<file path="src/rtl/fifo_stream_reader_if.sv">
// ---------------------------------------------------------------------------
// fifo_stream_reader_if
//
// Bundles the signals between the FIFO stream reader, the FIFO read port and
// the downstream consumer.
//
//   enable       reader may issue FIFO reads
//   fifo_empty   FIFO empty flag (registered inside the FIFO)
//   read_enable  FIFO pop request from the reader
//   fifo_data    FIFO read data, valid the cycle after read_enable
//   out_valid    stream word present
//   out_data     stream word (head of the reader's buffer)
//   out_last     stream word closes a frame
//   out_ready    consumer accepts the stream word
//   words_sent   running count of completed stream transfers
//
// Modports:
//   master  the reader itself
//   slave   the environment around it (FIFO plus consumer)
// ---------------------------------------------------------------------------
interface fifo_stream_reader_if #(
  parameter int DATA_WIDTH  = 8,
  parameter int COUNT_WIDTH = 16
);

  logic                   enable;
  logic                   fifo_empty;
  logic                   read_enable;
  logic [DATA_WIDTH-1:0]  fifo_data;
  logic                   out_valid;
  logic [DATA_WIDTH-1:0]  out_data;
  logic                   out_last;
  logic                   out_ready;
  logic [COUNT_WIDTH-1:0] words_sent;

  modport master (
    input  enable,
    input  fifo_empty,
    input  fifo_data,
    input  out_ready,
    output read_enable,
    output out_valid,
    output out_data,
    output out_last,
    output words_sent
  );

  modport slave (
    output enable,
    output fifo_empty,
    output fifo_data,
    output out_ready,
    input  read_enable,
    input  out_valid,
    input  out_data,
    input  out_last,
    input  words_sent
  );

endinterface

</file>
<file path="src/rtl/fifo_stream_reader.sv">
// ---------------------------------------------------------------------------
// fifo_stream_reader
//
// Read-side controller for the FIFO queue. Pops words from the FIFO, soaks up
// the FIFO's one-cycle read latency in a 3-entry buffer, and presents the
// words as a valid/ready stream with frame delimiting and a delivered-word
// counter.
//
// Parameters:
//   DATA_WIDTH   width of FIFO words and stream data
//   FRAME_LEN    words per frame, 1..65535
//   COUNT_WIDTH  width of the words_sent counter
//
// Ports:
//   clk      rising-edge clock
//   reset_n  asynchronous active-low reset
//   bus      fifo_stream_reader_if.master: FIFO read port plus output stream
// ---------------------------------------------------------------------------
module fifo_stream_reader #(
  parameter int DATA_WIDTH  = 8,
  parameter int FRAME_LEN   = 4,
  parameter int COUNT_WIDTH = 16
) (
  input logic                  clk,
  input logic                  reset_n,
  fifo_stream_reader_if.master bus
);

  localparam logic [15:0]            LastIdx  = 16'(FRAME_LEN - 1);
  localparam logic [COUNT_WIDTH-1:0] CountOne = {{(COUNT_WIDTH-1){1'b0}}, 1'b1};

  logic [DATA_WIDTH-1:0]  slots_q [3];
  logic [DATA_WIDTH-1:0]  slots_d [3];
  logic [1:0]             occ_q;
  logic [1:0]             occ_d;
  logic                   inflight_q;
  logic                   armed_q;
  logic [15:0]            frameCnt_q;
  logic [15:0]            frameCnt_d;
  logic [COUNT_WIDTH-1:0] wordsSent_q;
  logic [COUNT_WIDTH-1:0] wordsSent_d;

  logic                   readEnable;
  logic                   outValid;
  logic                   transfer;
  logic [2:0]             pending;
  logic [1:0]             occAfterPop;

  // Reads are only issued while the buffer can still absorb every word that
  // is buffered or already on its way back from the FIFO. Only registered
  // state feeds this, so the consumer's ready never reaches the FIFO port.
  // armed_q keeps reads off until the first edge after reset, by which time
  // the FIFO (reset alongside us) reports empty anyway.
  assign pending    = {1'b0, occ_q} + {2'b00, inflight_q};
  assign readEnable = armed_q && bus.enable && !bus.fifo_empty && (pending < 3'd3);
  assign outValid   = (occ_q != 2'd0);
  assign transfer   = outValid && bus.out_ready;

  assign bus.read_enable = readEnable;
  assign bus.out_valid   = outValid;
  assign bus.out_data    = slots_q[0];
  assign bus.out_last    = outValid && (frameCnt_q == LastIdx);
  assign bus.words_sent  = wordsSent_q;

  // Buffer next-state. Slot 0 is always the head, so a pop shifts the
  // entries down by one and a capture lands just behind the last word that
  // survives the pop. When the pop empties the buffer, slot 0 is left alone
  // so out_data keeps showing the last word that went out. A capture never
  // targets slot 3: a word is in flight only when occupancy is at most 2.
  always_comb begin
    slots_d[0]  = slots_q[0];
    slots_d[1]  = slots_q[1];
    slots_d[2]  = slots_q[2];
    occAfterPop = occ_q - {1'b0, transfer};

    if (transfer) begin
      if (occ_q > 2'd1) begin
        slots_d[0] = slots_q[1];
      end
      slots_d[1] = slots_q[2];
    end

    if (inflight_q) begin
      case (occAfterPop)
        2'd0:    slots_d[0] = bus.fifo_data;
        2'd1:    slots_d[1] = bus.fifo_data;
        default: slots_d[2] = bus.fifo_data;
      endcase
    end

    occ_d = occAfterPop + {1'b0, inflight_q};
  end

  // Frame position and delivered-word count both advance once per transfer.
  // The frame position wraps right after the word that carried out_last, and
  // the word count simply rolls over at its width.
  always_comb begin
    frameCnt_d  = frameCnt_q;
    wordsSent_d = wordsSent_q;
    if (transfer) begin
      wordsSent_d = wordsSent_q + CountOne;
      if (frameCnt_q == LastIdx) begin
        frameCnt_d = '0;
      end else begin
        frameCnt_d = frameCnt_q + 16'd1;
      end
    end
  end

  // State registers. Reset throws away buffered and in-flight words; the FIFO
  // is reset on the same line, so nothing it popped is left stranded. The
  // buffer slots are cleared too so out_data reads zero straight after reset.
  always_ff @(posedge clk or negedge reset_n) begin
    if (!reset_n) begin
      for (int i = 0; i < 3; i++) begin
        slots_q[i] <= '0;
      end
      occ_q       <= 2'd0;
      inflight_q  <= 1'b0;
      armed_q     <= 1'b0;
      frameCnt_q  <= 16'd0;
      wordsSent_q <= '0;
    end else begin
      for (int i = 0; i < 3; i++) begin
        slots_q[i] <= slots_d[i];
      end
      occ_q       <= occ_d;
      inflight_q  <= readEnable;
      armed_q     <= 1'b1;
      frameCnt_q  <= frameCnt_d;
      wordsSent_q <= wordsSent_d;
    end
  end

endmodule

</file>
<file path="src/flat_wrapper.sv">
// flat-port wrapper written by rule: the top's interface ports become plain ports
module fifo_stream_reader_flat 
#(
  parameter int DATA_WIDTH  = 8,
  parameter int FRAME_LEN   = 4,
  parameter int COUNT_WIDTH = 16
)
  (clk, reset_n, bus_enable, bus_fifo_empty, bus_fifo_data, bus_out_ready, bus_read_enable, bus_out_valid, bus_out_data, bus_out_last, bus_words_sent);
  fifo_stream_reader_if #(.DATA_WIDTH(DATA_WIDTH), .COUNT_WIDTH(COUNT_WIDTH)) bus_i ();
  input logic clk;
  input logic reset_n;
  input wire logic [$bits(bus_i.enable)-1:0] bus_enable;
  input wire logic [$bits(bus_i.fifo_empty)-1:0] bus_fifo_empty;
  input wire logic [$bits(bus_i.fifo_data)-1:0] bus_fifo_data;
  input wire logic [$bits(bus_i.out_ready)-1:0] bus_out_ready;
  output wire logic [$bits(bus_i.read_enable)-1:0] bus_read_enable;
  output wire logic [$bits(bus_i.out_valid)-1:0] bus_out_valid;
  output wire logic [$bits(bus_i.out_data)-1:0] bus_out_data;
  output wire logic [$bits(bus_i.out_last)-1:0] bus_out_last;
  output wire logic [$bits(bus_i.words_sent)-1:0] bus_words_sent;
  assign bus_i.enable = bus_enable;
  assign bus_i.fifo_empty = bus_fifo_empty;
  assign bus_i.fifo_data = bus_fifo_data;
  assign bus_i.out_ready = bus_out_ready;
  assign bus_read_enable = bus_i.read_enable;
  assign bus_out_valid = bus_i.out_valid;
  assign bus_out_data = bus_i.out_data;
  assign bus_out_last = bus_i.out_last;
  assign bus_words_sent = bus_i.words_sent;
  fifo_stream_reader #(.DATA_WIDTH(DATA_WIDTH), .FRAME_LEN(FRAME_LEN), .COUNT_WIDTH(COUNT_WIDTH)) u_core (.clk(clk), .reset_n(reset_n), .bus(bus_i));
endmodule
</file>
<file path="config.mk">
export PLATFORM = sky130hd
export DESIGN_NAME = fifo_stream_reader_flat
export DESIGN_NICKNAME = d
export VERILOG_FILES = /design/src/rtl/fifo_stream_reader_if.sv /design/src/rtl/fifo_stream_reader.sv /design/src/flat_wrapper.sv
export SDC_FILE = /design/constraint.sdc
export NUM_CORES = 1
export LEC_CHECK = 0
export ABC_AREA = 1
export BUFFER_PORTS_ARGS = -buffer_cell sky130_fd_sc_hd__buf_2
export CAP_MARGIN = 0
export CORE_MARGIN = 2
export CORE_UTILIZATION = 52
export CTS_CLUSTER_DIAMETER = 50
export DETAILED_ROUTE_END_ITERATION = 7
export PLACE_DENSITY = 0.76
export SLEW_MARGIN = 40
export SYNTH_ARGS = -nofsm -noshare
export SYNTH_HDL_FRONTEND = slang
export SYNTH_SLANG_ARGS = --single-unit
</file>
<file path="constraint.sdc">
create_clock -name clk -period 1.63 [get_ports clk]
set_clock_uncertainty 0.2 [all_clocks]
set_input_delay 0.163 -clock clk [delete_from_list [all_inputs] [get_ports clk]]
set_output_delay 0.163 -clock clk [all_outputs]
set_load 0.01 [all_outputs]
</file>
Word level (Yosys, flattened, before mapping)
Cells that the tools add are included.
{ "classes": {"add_sub_neg": 5, "n_lt_le_gt_ge": 2, "n_eq_ne": 2, "n_mux": 7, "n_bitwise": 1, "n_reduce_logical": 10} }
{ "op_table": {"columns": ["op", "n"], "rows": [
  ["adder 16 x 1 -> 16 bit (second input constant)", 2],
  ["two-way mux 16 bit", 2],
  ["two-way mux 8 bit", 4],
  ["two-way mux 24 bit", 1],
  ["equality test 16 x 2 -> 1 bit (second input constant)", 1],
  ["logical AND 1 bit", 5],
  ["adder 2 x 1 -> 3 bit", 1],
  ["less-than comparator 3 x 2 -> 1 bit (second input constant)", 1],
  ["adder 2 x 1 -> 2 bit", 1],
  ["equality test 2 x 1 -> 1 bit (second input constant)", 1],
  ["greater-than comparator 2 x 1 -> 1 bit (second input constant)", 1],
  ["zero test 2 bit", 1],
  ["AND reduction 2 bit", 1],
  ["nonzero test 2 bit", 1],
  ["OR reduction 2 bit", 1],
  ["subtractor 2 x 1 -> 2 bit", 1],
  ["zero test 1 bit", 1],
  ["inverter 1 bit", 1]
]} }
{ "word_totals": {"regBits": 60, "inputBits": 13, "out_inout_bits": 27, "word_cells": 35} }

Depth between registers and ports, before layout
{ "logic_depth": {"ltp_word": 7, "mapped_depth": 9, "ltp_nobuf": 9} }

Least setup slack after synthesis
No wires, ideal clock.
{ "synth_timing": {"kind": "reg-to-reg", "startpoint": "reg u_core.inflight_q", "endpoint": "reg u_core.inflight_q", "setup_ns": 0.203, "t_arrival_ns": 1.678, "required_time_ns": 1.227, "path_slack_ns": -0.451, "path_stages_with_launch": 4, "n_path_buf": 0, "synth_period_minus_slack_ns": 2.081, "path_cell_list": "dfrtp_1 ha_1 ha_1 a2111oi_0"} }
{ "synth_between": {"elab_chain_cells": 3} }
{ "synth_rtl": {"columns": ["element", "line_no", "text"], "rows": [
  ["start, declared", "fifo_stream_reader.sv:36", "logic inflight_q;"],
  ["start signal, assigned", "fifo_stream_reader.sv:128", "inflight_q <= readEnable;"],
  ["adder 2 x 1 -> 3 bit", "fifo_stream_reader.sv:54", "assign pending = {1'b0, occ_q} + {2'b00, inflight_q};"],
  ["less-than comparator 3 x 2 -> 1 bit", "fifo_stream_reader.sv:55", "assign readEnable = armed_q && bus.enable && !bus.fifo_empty && (pending < 3'd3);"],
  ["logical AND 1 bit", "fifo_stream_reader.sv:55", null],
  ["named net bus_read_enable", "flat_wrapper.sv:16", "output wire logic [$bits(bus_i.read_enable)-1:0] bus_read_enable;"]
]} }
The timed path passes the listed nets, and every way through them passes these cells.
A chain may end at the register's enable or synchronous reset.

Worst setup path after layout
{ "layout_timing": {"startpoint": "reg u_core.occ_q[1]", "endpoint": "out bus_read_enable"} }
{ "layout_between": {"elab_chain_cells": 3} }
{ "layout_rtl": {"columns": ["element", "line_no", "text"], "rows": [
  ["start, declared", "fifo_stream_reader.sv:34", "logic [1:0] occ_q;"],
  ["start signal, assigned", "fifo_stream_reader.sv:118", "occ_q <= 2'd0;"],
  ["start signal, assigned", "fifo_stream_reader.sv:127", "occ_q <= occ_d;"],
  ["adder 2 x 1 -> 3 bit", "fifo_stream_reader.sv:54", null],
  ["less-than comparator 3 x 2 -> 1 bit", "fifo_stream_reader.sv:55", null],
  ["logical AND 1 bit", "fifo_stream_reader.sv:55", null],
  ["end, declared", "flat_wrapper.sv:16", null]
]} }
Every way passes these cells.

==> run metrics <==
MaxCap Viol Count=0; Ant. Diodes=0; dpl ws=-0.114 ns; Post-synth EDFFs=0; largest area contributor in the netlist=dfrtp_1; number of global-route vias before repair=about 2.7k; largest net degree at the start of global routing=just over 60; Hold Buf Count CTS=9; placed cell count=around 510; met1 Use GR=roughly 29%; r2r startpoint=u_core.occ_q[0]$_DFF_PN0_; htree depth=3; Buffers on Ports=39; Worst setup endpoint=bus_read_enable; met2 global-route usage=between 40% and 50%; Setup Crit Path Kind=reg -> out; CTS tree=built; initial antenna violation count=0; Yosys reg bits=60; Final setup viols=between 50 and 60; row cnt=27; routability cong.=0.814; post-route setup slack=-0.418 ns; Mapped Area=roughly 3000 um^2; status=finished with violations; Starting Density=between 50% and 60%; setup tns final=-11.97 ns; Final Hold Viols=1; LEAKAGE=around 2.2 nW; global-route wire length before repair=~12 mm; nature of the critical path startpoint=register; number of remaining DRC errors=0; sequential area share after synthesis=between 40% and 50%; Post-Syn Area per Cell=7.79 um^2; count leader, synth=nand2_1; Core Box Area=5570 um^2; worst skew pair latency=around 0.36 ns; Pins Over Slew Limit=0; DR WL/cell=13.9 um; Hold Path Origin=bus_fifo_empty; total clock sinks=60; layout cell share with drive strength beyond 1=between 30 and 40%; Critical Path Source=u_core.occ_q[1]$_DFF_PN0_; maximum vdd ir drop=0.870 mV; RSZ-0062 raised after global routing=yes; syn nets=a little over 400; DP Area=between 3000 and 4000 um^2; Reg clk slew, reported paths=roughly 0.060 ns; Max Root-Sink Buffers=2; worst-case reg-to-reg path depth=10; Via density=between 5 and 6; Hold WC Path Type=in -> reg; Global Route Usage Sum=approximately a quarter; final period utilization=126%; Cell Count, Final, Fillers Out=550; Main synth FF type=dfrtp_1; Initial DRC Count=around 160; Synth warnings=0; Die X=roughly 80 um; Top Ports=40; Synth cell types=26; Top Usage Layer GRT=met2; Nets=490; met3 Usage GRT=~7.5%; FF-to-FF End=u_core.frameCnt_q[9]$_DFFE_PN0P_; crit end category=primary output; CP arrival=between 1.5 and 2 ns; Routed Antenna Nets=0; Gate Count Post-Synth=between 300 and 400; area grow syn2layout=39.4%; Fin Hold WS=-0.187 ns; Yosys top cell area share=49.4%; Data required, critical path=approximately 1.3 ns; PD cells=roughly 1400 nW/um^2; finished layout cell area=~4200 um^2; Max Fanout on Critical Path=4; Die Y=80.4 um; largest cells by area after synthesis=dfrtp_1 (49%), nand2_1 (17%), inv_1 (5.9%), o21ai_0 (4.8%), nor2_1 (4.1%); Synth async-reset ratio=between 90% and 100%; number of CTS-inserted buffers=9; min cycle time layout=between 2 and 2.5 ns; Via Count=2821; synth cell count leaders=nand2_1 (134), dfrtp_1 (60), inv_1 (48); gr ovfl total=0; failing checks=negative hold slack, negative setup slack; root buf cell=clkbuf_8; total wire length=between 7 and 8 mm; Initial DRT Pass Iterations=5; total die area=about 6500 um^2; detailed placer's ending HPWL=between 4 and 5 mm; Reg2Reg Setup Slack=-0.29 ns; Post-Route Utilization=about three quarters; fmax=about 0.5 GHz
worst max-delay path, stage by stage (launching register included):
cell and delay (ns):
dfrtp_1 0.56, ha_4 0.27, a2111oi_4 0.32, buf_2 0.19
registers in the layout, indices dropped and copies added, names as in the netlist:
name                   cells
u_core.frameCnt_q         16
u_core.bus.out_data        8
u_core.bus.words_sent     16
u_core.armed_q             1
u_core.slots_q            16
u_core.occ_q               2
u_core.inflight_q          1
timing repair:
item                                    in CTS  in global routing
cloned                                       2                  0
pin swaps                                   12                 13
endpoints found under the hold margin       85                  1
buffers inserted                            12                  5
resized for setup                           40                 65
endpoints found under the setup margin      24                 60
metal layers:
metal  up-vias  wire length [um]
met5         -                 0
met4         0               231
met3        22               385
met2        91              3930
met1      1320              3070
li1       1388                 -
cell type report:
class	count	area, um^2
clock buffer	12	145
clock inverter	4	25.0
fill	357	1340
inverter	48	180
multi-input combinational	268	1610
sequential	60	1500
tap	72	90.1
timing repair buffer	86	686
power breakdown:
group | switching (mW) | leakage [nW] | total (mW) | internal, mW
Sequential | 0.306 | 0.743 | 2.22 | 1.92
Clock | 0.617 | 0.0824 | 1.21 | 0.588
Combinational | 1.33 | 1.34 | 2.36 | 1.03
layout by cell type (no fill, tap or decap), types with 6 or more instances in the layout:
master	Yosys	layout
nor2_1	33	19
inv_1	48	48
dfrtp_1	60	59
nor2_4	1	11
buf_4	8	22
nand2_1	134	118
xor2_1	10	9
dlygate4sd3_1	0	9
o21ai_0	29	6
nand3_1	24	19
nand4_1	7	7
o21ai_1	1	21
clkbuf_8	0	10
buf_2	7	39
buf_6	0	8
nand2_2	2	13
per-stage QoR:
stage	total power [mW]	hold slack, ns
global placement	3.87	-0.00766
floorplan	3.39	-0.333
detailed placement	3.96	-0.00719
global route	6.16	-0.196
finish	5.79	-0.187
CTS	5.47	-0.197
kinds of logic after synthesis:
| kind of cell | synth area share, % |
|---|---|
| AOI/OAI and AO/OA | 6.26 |
| xor gates and xnor gates | 4.32 |
| adders and majority gates | 1.65 |
| buffers and inverters | 9.18 |
| DFF | 49.4 |
| other | 0.123 |
| and+or+nand+nor | 29.0 |
how the worst min path moves through the flow:
stage,endpoint,slack [ns],depth (start not counted)
4_1_cts,u_core.inflight_q$_DFF_PN0_,-0.20,2
2_1_floorplan,u_core.armed_q$_DFF_PN0_,-0.33,0
3_3_place_gp,u_core.armed_q$_DFF_PN0_,-0.008,2
3_5_place_dp,u_core.armed_q$_DFF_PN0_,-0.007,2
6_report,u_core.inflight_q$_DFF_PN0_,-0.19,2
5_1_grt,u_core.inflight_q$_DFF_PN0_,-0.20,2
Power figures use the tool's default switching activity.
